==> src/rtl/seq_shifter_if.sv <==
// Operand/result handshake bundle between the ALU controller and seq_shifter.
// master = controller side, slave = shifter side.
interface seq_shifter_if #(
    parameter int WIDTH = 16,
    parameter int AMT_W = $clog2(WIDTH)
) ();
    logic             in_valid;
    logic             in_ready;
    logic [WIDTH-1:0] in_data;
    logic [AMT_W-1:0] in_amt;
    logic [1:0]       in_mode;
    logic             out_valid;
    logic             out_ready;
    logic [WIDTH-1:0] out_data;

    modport master (
        output in_valid, in_data, in_amt, in_mode, out_ready,
        input  in_ready, out_valid, out_data
    );

    modport slave (
        input  in_valid, in_data, in_amt, in_mode, out_ready,
        output in_ready, out_valid, out_data
    );
endinterface

==> src/rtl/seq_shifter.sv <==
// Multi-cycle shifter (LSL/LSR/ASR/ROR), up to STEP bit positions per clock.
// Optional carry-out port cout is enabled by defining SEQ_SHIFTER_CARRY_EN.
//
// state  | meaning
// IDLE   | waiting for an operation, in_ready high
// SHIFT  | shifting min(STEP, remaining) bits per clock
// HOLD   | result presented with out_valid until out_ready
module seq_shifter #(
    parameter int WIDTH = 16,
    parameter int AMT_W = $clog2(WIDTH),
    parameter int STEP  = 1
) (
    input  logic          clk,
    input  logic          reset_n,
    seq_shifter_if.slave  bus,
    output logic          busy
`ifdef SEQ_SHIFTER_CARRY_EN
    ,
    output logic          cout
`endif
);

    localparam int SW = AMT_W + 1;

    typedef enum logic [1:0] {
        ST_IDLE  = 2'd0,
        ST_SHIFT = 2'd1,
        ST_HOLD  = 2'd2
    } state_t;

    typedef enum logic [1:0] {
        M_LSL = 2'b00,
        M_LSR = 2'b01,
        M_ASR = 2'b10,
        M_ROR = 2'b11
    } mode_t;

    state_t           state_q, state_d;
    logic [WIDTH-1:0] data_q, data_d;
    logic [AMT_W-1:0] rem_q, rem_d;
    mode_t            mode_q, mode_d;

    logic [SW-1:0]    step_amt;
    logic [WIDTH-1:0] lsl_res, lsr_res, asr_res, ror_res;

`ifdef SEQ_SHIFTER_CARRY_EN
    logic             carry_q, carry_d;
    logic             carry_l, carry_r;
`endif

    // STEP may equal WIDTH, so the step amount carries one extra bit of headroom.
    always_comb begin
        step_amt = ({1'b0, rem_q} < SW'(STEP)) ? {1'b0, rem_q} : SW'(STEP);
        lsl_res  = data_q << step_amt;
        lsr_res  = data_q >> step_amt;
        asr_res  = $signed(data_q) >>> step_amt;
        ror_res  = (data_q >> step_amt) | (data_q << (SW'(WIDTH) - step_amt));
    end

`ifdef SEQ_SHIFTER_CARRY_EN
    // Only evaluated in SHIFT, where 1 <= step_amt <= WIDTH-1.
    always_comb begin
        carry_l = |(data_q & (WIDTH'(1) << (SW'(WIDTH) - step_amt)));
        carry_r = |(data_q & (WIDTH'(1) << (step_amt - SW'(1))));
    end
`endif

    always_comb begin
        state_d = state_q;
        data_d  = data_q;
        rem_d   = rem_q;
        mode_d  = mode_q;
`ifdef SEQ_SHIFTER_CARRY_EN
        carry_d = carry_q;
`endif
        case (state_q)
            ST_IDLE: begin
                if (bus.in_valid) begin
                    data_d  = bus.in_data;
                    rem_d   = bus.in_amt;
                    mode_d  = mode_t'(bus.in_mode);
`ifdef SEQ_SHIFTER_CARRY_EN
                    carry_d = 1'b0;
`endif
                    state_d = (bus.in_amt == '0) ? ST_HOLD : ST_SHIFT;
                end
            end
            ST_SHIFT: begin
                case (mode_q)
                    M_LSL:   data_d = lsl_res;
                    M_LSR:   data_d = lsr_res;
                    M_ASR:   data_d = asr_res;
                    default: data_d = ror_res;
                endcase
`ifdef SEQ_SHIFTER_CARRY_EN
                carry_d = (mode_q == M_LSL) ? carry_l : carry_r;
`endif
                rem_d = rem_q - step_amt[AMT_W-1:0];
                if (step_amt == {1'b0, rem_q}) begin
                    state_d = ST_HOLD;
                end
            end
            ST_HOLD: begin
                if (bus.out_ready) begin
                    state_d = ST_IDLE;
                end
            end
            default: state_d = ST_IDLE;
        endcase
    end

    always_ff @(posedge clk or negedge reset_n) begin
        if (!reset_n) begin
            state_q <= ST_IDLE;
            data_q  <= '0;
            rem_q   <= '0;
            mode_q  <= M_LSL;
`ifdef SEQ_SHIFTER_CARRY_EN
            carry_q <= 1'b0;
`endif
        end else begin
            state_q <= state_d;
            data_q  <= data_d;
            rem_q   <= rem_d;
            mode_q  <= mode_d;
`ifdef SEQ_SHIFTER_CARRY_EN
            carry_q <= carry_d;
`endif
        end
    end

    assign bus.in_ready  = (state_q == ST_IDLE);
    assign bus.out_valid = (state_q == ST_HOLD);
    assign bus.out_data  = data_q;
    assign busy          = (state_q != ST_IDLE);
`ifdef SEQ_SHIFTER_CARRY_EN
    assign cout          = carry_q;
`endif

endmodule
==> src/flat_wrapper.sv <==
// flat-port wrapper written by rule: the top's interface ports become plain ports
module seq_shifter_flat 
#(
    parameter int WIDTH = 16,
    parameter int AMT_W = $clog2(WIDTH),
    parameter int STEP  = 1
)
  (clk, reset_n, busy, bus_in_valid, bus_in_data, bus_in_amt, bus_in_mode, bus_out_ready, bus_in_ready, bus_out_valid, bus_out_data);
  seq_shifter_if #(.WIDTH(WIDTH), .AMT_W(AMT_W)) bus_i ();
  input  logic clk;
  input  logic reset_n;
  output logic busy;
  input wire logic [$bits(bus_i.in_valid)-1:0] bus_in_valid;
  input wire logic [$bits(bus_i.in_data)-1:0] bus_in_data;
  input wire logic [$bits(bus_i.in_amt)-1:0] bus_in_amt;
  input wire logic [$bits(bus_i.in_mode)-1:0] bus_in_mode;
  input wire logic [$bits(bus_i.out_ready)-1:0] bus_out_ready;
  output wire logic [$bits(bus_i.in_ready)-1:0] bus_in_ready;
  output wire logic [$bits(bus_i.out_valid)-1:0] bus_out_valid;
  output wire logic [$bits(bus_i.out_data)-1:0] bus_out_data;
  assign bus_i.in_valid = bus_in_valid;
  assign bus_i.in_data = bus_in_data;
  assign bus_i.in_amt = bus_in_amt;
  assign bus_i.in_mode = bus_in_mode;
  assign bus_i.out_ready = bus_out_ready;
  assign bus_in_ready = bus_i.in_ready;
  assign bus_out_valid = bus_i.out_valid;
  assign bus_out_data = bus_i.out_data;
  seq_shifter #(.WIDTH(WIDTH), .AMT_W(AMT_W), .STEP(STEP)) u_core (.clk(clk), .reset_n(reset_n), .bus(bus_i), .busy(busy));
endmodule
==> config.mk <==
export PLATFORM = sky130hd
export DESIGN_NAME = seq_shifter_flat
export DESIGN_NICKNAME = d
export VERILOG_FILES = /design/src/rtl/seq_shifter_if.sv /design/src/rtl/seq_shifter.sv /design/src/flat_wrapper.sv
export SDC_FILE = /design/constraint.sdc
export NUM_CORES = 1
export LEC_CHECK = 0
export ABC_AREA = 1
export CORE_MARGIN = 2
export CORE_UTILIZATION = 50
export DETAILED_ROUTE_END_ITERATION = 7
export PLACE_DENSITY = 0.8
export SYNTH_ARGS = -nofsm -noshare
export SYNTH_HDL_FRONTEND = slang
export SYNTH_SLANG_ARGS = --single-unit
==> constraint.sdc <==
create_clock -name clk -period 2.2 [get_ports clk]
set_clock_uncertainty 0.1 [all_clocks]
set_input_delay 0.22 -clock clk [delete_from_list [all_inputs] [get_ports clk]]
set_output_delay 0.22 -clock clk [all_outputs]
set_load 0.01 [all_outputs]
Yosys cells after proc, flatten, opt, wreduce, memory -nomap -nowiden --
Index checks and enable logic that the tools add are counted.
Operators by class: mux-type cells 11, add/subtract/negate cells 2, shift operators 4, reduce and logical (&&, ||, !) cells 8, magnitude comparators 1, divide/modulo/power cells 0, bitwise logic cells 1, multiply operators 0, equality and inequality tests 8
Operator list (count):
- one-hot mux 16 bit (3 select lines) | 1
- one-hot mux 16 bit (2 select lines) | 1
- << shifter 16 x 5 -> 16 bit | 2
- two-way mux 16 bit | 1
- bitwise OR 16 bit | 1
- >> shifter 16 x 5 -> 16 bit | 1
- >>> shifter 16 x 5 -> 16 bit | 1
- two-way mux 2 bit | 4
- two-way mux 4 bit | 2
- one-hot mux 4 bit (2 select lines) | 1
- one-hot mux 2 bit (3 select lines) | 1
- == test 5 x 4 -> 1 bit | 1
- subtractor 5 bit, first input constant | 1
- == test 2 x 1 -> 1 bit, second input constant | 2
- == test 2 bit, second input constant | 2
- logical NOT 2 bit | 2
- logical NOT 4 bit | 1
- < comparator 4 x 1 -> 1 bit, second input constant | 1
- != test 2 bit, second input constant | 2
- AND reduction 2 bit | 2
- nonzero test 2 bit | 2
- subtractor 4 bit | 1
- AND reduction 3 bit | 1
- != test 2 x 1 -> 1 bit, second input constant | 1
Word-level totals: bits in registers 24, bits in read-only memories 0, memories kept 0, output and inout bits 19, word-level logic and storage cells 39, bits in writable memories 0, input port bits 26, bits in latches 0

Longest topological paths before layout --
word-level depth 7, gate-level depth with buffers 14

Least setup slack after synthesis --
OpenSTA, ideal clock, no wires.
path type register -> register, start point reg u_core.rem_q[1], end point reg u_core.data_q[15], in the netlist u_core.bus.out_data[15], library setup time 0.116 ns, path slack 0.222 ns, path buffers 2, arrival 1.762 ns, cell stages (with the launch flop) 12, path through dfrtp_1 -> nor2_4 -> nand2_4 -> inv_2 -> buf_6 -> ha_1 -> clkbuf_1 -> o21ai_0 -> o211ai_1 -> nand2_1 -> nand2_1 -> nand2_1
On the way: cells in the longest elaborated chain, start to end 7, elaborated cells between the ends (all ways) 10, those cells by class 1 x add/sub; 1 x order compare; 4 x shift; 3 x mux; 1 x bitwise
Ends and longest elaborated chain:
- start, declared | line seq_shifter.sv:40 | logic [AMT_W-1:0] rem_q, rem_d;
- start signal, assigned | line seq_shifter.sv:124 | rem_q <= rem_d;
- < comparator 4 x 1 -> 1 bit | line seq_shifter.sv:53 | step_amt = ({1'b0, rem_q} < SW'(STEP)) ? {1'b0, rem_q} : SW'(STEP);
- two-way mux 4 bit (*) | line seq_shifter.sv:53
- subtractor 5 bit | line seq_shifter.sv:57 | ror_res = (data_q >> step_amt) | (data_q << (SW'(WIDTH) - step_amt));
- << shifter 16 x 5 -> 16 bit | line seq_shifter.sv:57
- bitwise OR 16 bit | line seq_shifter.sv:57
- one-hot mux 16 bit (3 select lines) (*) | line seq_shifter.sv:89 | case (mode_q)
- one-hot mux 16 bit (2 select lines) (*) | line seq_shifter.sv:76 | case (state_q)
- end signal, assigned | line seq_shifter.sv:123 | data_q <= data_d;
- end, declared | line seq_shifter.sv:39 | logic [WIDTH-1:0] data_q, data_d;
Every way passes the cells marked *; elsewhere a longest branch is shown, timed or not. A chain may end at the register's enable or synchronous reset.

Worst setup path in the final report --
start point reg u_core.state_q[0], end point out bus_out_valid
On the way: cells in the longest elaborated chain, start to end 1
Ends and longest elaborated chain:
- start, declared | line seq_shifter.sv:38 | state_t state_q, state_d;
- start signal, assigned | line seq_shifter.sv:122 | state_q <= state_d;
- == test 2 bit | line seq_shifter.sv:133 | assign bus.out_valid = (state_q == ST_HOLD);
- end, declared | line flat_wrapper.sv:19 | output wire logic [$bits(bus_i.out_valid)-1:0] bus_out_valid;
No other way between the ends.

==> results.sh <==
export IMPL_run_status="complete, no violations"
export IMPL_critPathLaunchType="flip-flop"
export IMPL_rsz0062_at_grt="no"
export IMPL_cts_buffer_depth=2
export IMPL_crit_arrival_ps=1660
export IMPL_hp_class="input port to async pin"
export IMPL_grt_first_pass_wirelength_mm=9.42
export IMPL_final_common_cell="nand2_1"
export IMPL_regArea_um2=601
export IMPL_cp_end_kind="output pin"
export IMPL_diodes=0
export IMPL_final_cell_mix="nand2_1, clkdlybuf4s50_1, nor2_1"
export IMPL_yosysSeqAreaShare_pct=30.7
export IMPL_gp_congestion=0.926
export IMPL_cap_violations=0
export IMPL_drive_above_1_share_pct=9.09
export IMPL_track_usage_pct=28.3
export IMPL_die_w_um=66.5
export IMPL_hold_slack_ps=202
export IMPL_ctsResizeCount=0
export IMPL_ir_drop_mv=0.812
export IMPL_placementRows=22
export IMPL_setup_viol=0
export IMPL_fmax_mhz=506
export IMPL_ys_seq_elements=24
export IMPL_path_max_fanout=11
export IMPL_hold_viol_final=0
export IMPL_syn_nets=335
export IMPL_vias=2160
export IMPL_grt_overflow_total=0
export IMPL_cp_required_ps=1880
export IMPL_worstRegToRegCells=13
export IMPL_drt_first_pass_iters=4
export IMPL_ant_nets=0
export IMPL_cts_buffers=3
export IMPL_routed_wl_mm=5.59
export IMPL_portBuffers=44
export IMPL_r2r_start="u_core.rem_q[1]$_DFFE_PN0P_"
export IMPL_finalCritPeriodShare_pct=89.9
export IMPL_grt_pass1_vias=2001
export IMPL_cts_tree="yes"
export IMPL_dp_hpwl_mm=4.26
export IMPL_worst_pin_slew_ps=500
export IMPL_root_buffer="clkbuf_8"
export IMPL_antenna_found_initial=0
export IMPL_wl_per_cell_um=14.0
export IMPL_area_growth_pct=28.3
export IMPL_yosysWarnings=0
export IMPL_die_area_um2=4420
export IMPL_pre_cts_slack_ps=306
export IMPL_h_tree_depth=1
export IMPL_finalSetupTns_ps=0
export IMPL_die_h_um=66.5
export IMPL_start_util_pct=52.6
export IMPL_relSlewSlack_pct=66.6
export IMPL_slew_viol_final=0
export IMPL_r2r_slack_ps=250
export IMPL_power_density_nw_per_um2=1700
export IMPL_drc=0
export IMPL_worstPathCellList="buf_4 -> nor2_1 -> clkdlybuf4s50_1"
export IMPL_cts_setup_buffers=0
export IMPL_fp_coreArea_um2=3720
export IMPL_grt_max_degree=35
export IMPL_clk_pin_slew_ps=90
export IMPL_nFillCells=329
export IMPL_clock_latency_ps=270
export IMPL_clock_sinks=24
export IMPL_drtIter0Drc=209
export IMPL_syn_avg_cell_area_um2=6.36
export IMPL_syn_cell_area_um2=1950
export IMPL_multi_input_area_um2=1160
export IMPL_worstSetupPathType="flip-flop to output pin"
export IMPL_yosysUniqueCellTypes=36
export IMPL_crit_slowest_cell="clkdlybuf4s50_1"
export IMPL_ios=45
export IMPL_cts_hold_fix_buffers=0
export IMPL_synthCells=307
export IMPL_finalCriticalPeriod_ps=1980
export IMPL_fin_nets=381
export IMPL_cp_slowest_stage_delay_ps=540
export IMPL_setup_slack_ps=222
export IMPL_p_leak_uw=0.00121
export IMPL_timing_rr_end="u_core.bus.out_data[13]$_DFFE_PN0P_"
export IMPL_vias_per_cell=5.40
layout make-up:
type | count | share of cell area (%)
Sequential cell | 24 | 24.0
Timing Repair Buffer | 55 | 20.9
Multi-Input combinational cell | 240 | 46.2
Inverter | 29 | 4.35
Clock buffer | 4 | 2.20
Tap cell | 48 | 2.40
report_power, final:
group	total [uW]	leakage (uW)	internal, uW	switching (uW)
logic	3020	0.000892	1230	1790
registers	928	0.000287	680	248
clock network	310	0.0000288	160	150
state kept, by name, summed over array words and instances (netlist names):
signal and flops:
u_core.state_q 2, u_core.mode_q 2, u_core.bus.out_data 16, u_core.rem_q 4
worst max-delay path by stage:
| stage | start | to | slack [ps] |
|---|---|---|---|
| 5_1_grt | u_core.rem_q[1]$_DFFE_PN0P_ | u_core.bus.out_data[9]$_DFFE_PN0P_ | 70 |
| 4_1_cts | u_core.state_q[0]$_DFFE_PN0P_ | bus_out_valid | 210 |
| 3_3_place_gp | bus_in_valid | u_core.bus.out_data[10]$_DFFE_PN0P_ | 340 |
| 3_5_place_dp | u_core.rem_q[1]$_DFFE_PN0P_ | u_core.bus.out_data[13]$_DFFE_PN0P_ | 310 |
| 6_report | u_core.state_q[0]$_DFFE_PN0P_ | bus_out_valid | 220 |
| 2_1_floorplan | u_core.rem_q[1]$_DFFE_PN0P_ | u_core.bus.out_data[15]$_DFFE_PN0P_ | 220 |
stage by stage:
step                cells  instance area, um2  power, uW  utilization, %
CTS                   400                2500       4230            67.4
detailed placement    396                2450       3910            65.9
global route          400                2500       4690            67.4
global placement      396                2450       3900            65.9
floorplan             307                1950       2950               -
finish                400                2500       4250            67.4
worst max-delay path, delay by kind of cell, from the launching register on:
kind | cells | cell delay [ps]
buffers and inverters | 2 | 770
DFF | 1 | 510
and+or+nand+nor | 1 | 110
layer usage:
metal | global-route usage, % | wire length (um)
met1 | 39.2 | 2610
met2 | 46.0 | 2510
met3 | 5.07 | 412
met4 | 6.12 | 61
met5 | 0 | 0
cells by family (layout without fill, tap and decap cells):
group / after synthesis / in the layout / share of synthesized area (%)
multiplexers: 2 / 2 / 1.15
flip-flops: 24 / 24 / 30.7
other: 1 / 1 / 0.192
adder cells (fa/ha/maj): 2 / 2 / 1.28
AO/OA/AOI/OAI: 57 / 57 / 17.0
XOR/XNOR: 1 / 1 / 0.449
AND/OR/NAND/NOR: 177 / 177 / 39.1
buffers and inverters: 43 / 88 / 9.99
Yosys cell counts, drive strengths merged:
cell type,n,share of area [%]
nand4,1,0.32
mux2,2,1.2
nor2,47,11
a22oi,3,1.4
a21oi,10,2.6
o22ai,6,1.9
buf,10,3.7
a31oi,1,0.32
ha,2,1.3
o2111ai,1,0.45
o21a,2,0.77
conb,1,0.19
o311ai,1,0.45
o21ai,28,7.2
nand3,28,7.4
o211ai,2,0.77
clkbuf,4,0.77
nor4,1,0.32
o31ai,2,0.77
a31o,1,0.45
nor3,2,0.51
dfrtp,24,31
inv,28,5.4
nand2,98,20
xor2,1,0.45
clkinv,1,0.19
No activity file was read; power rests on OpenSTA's default activity.
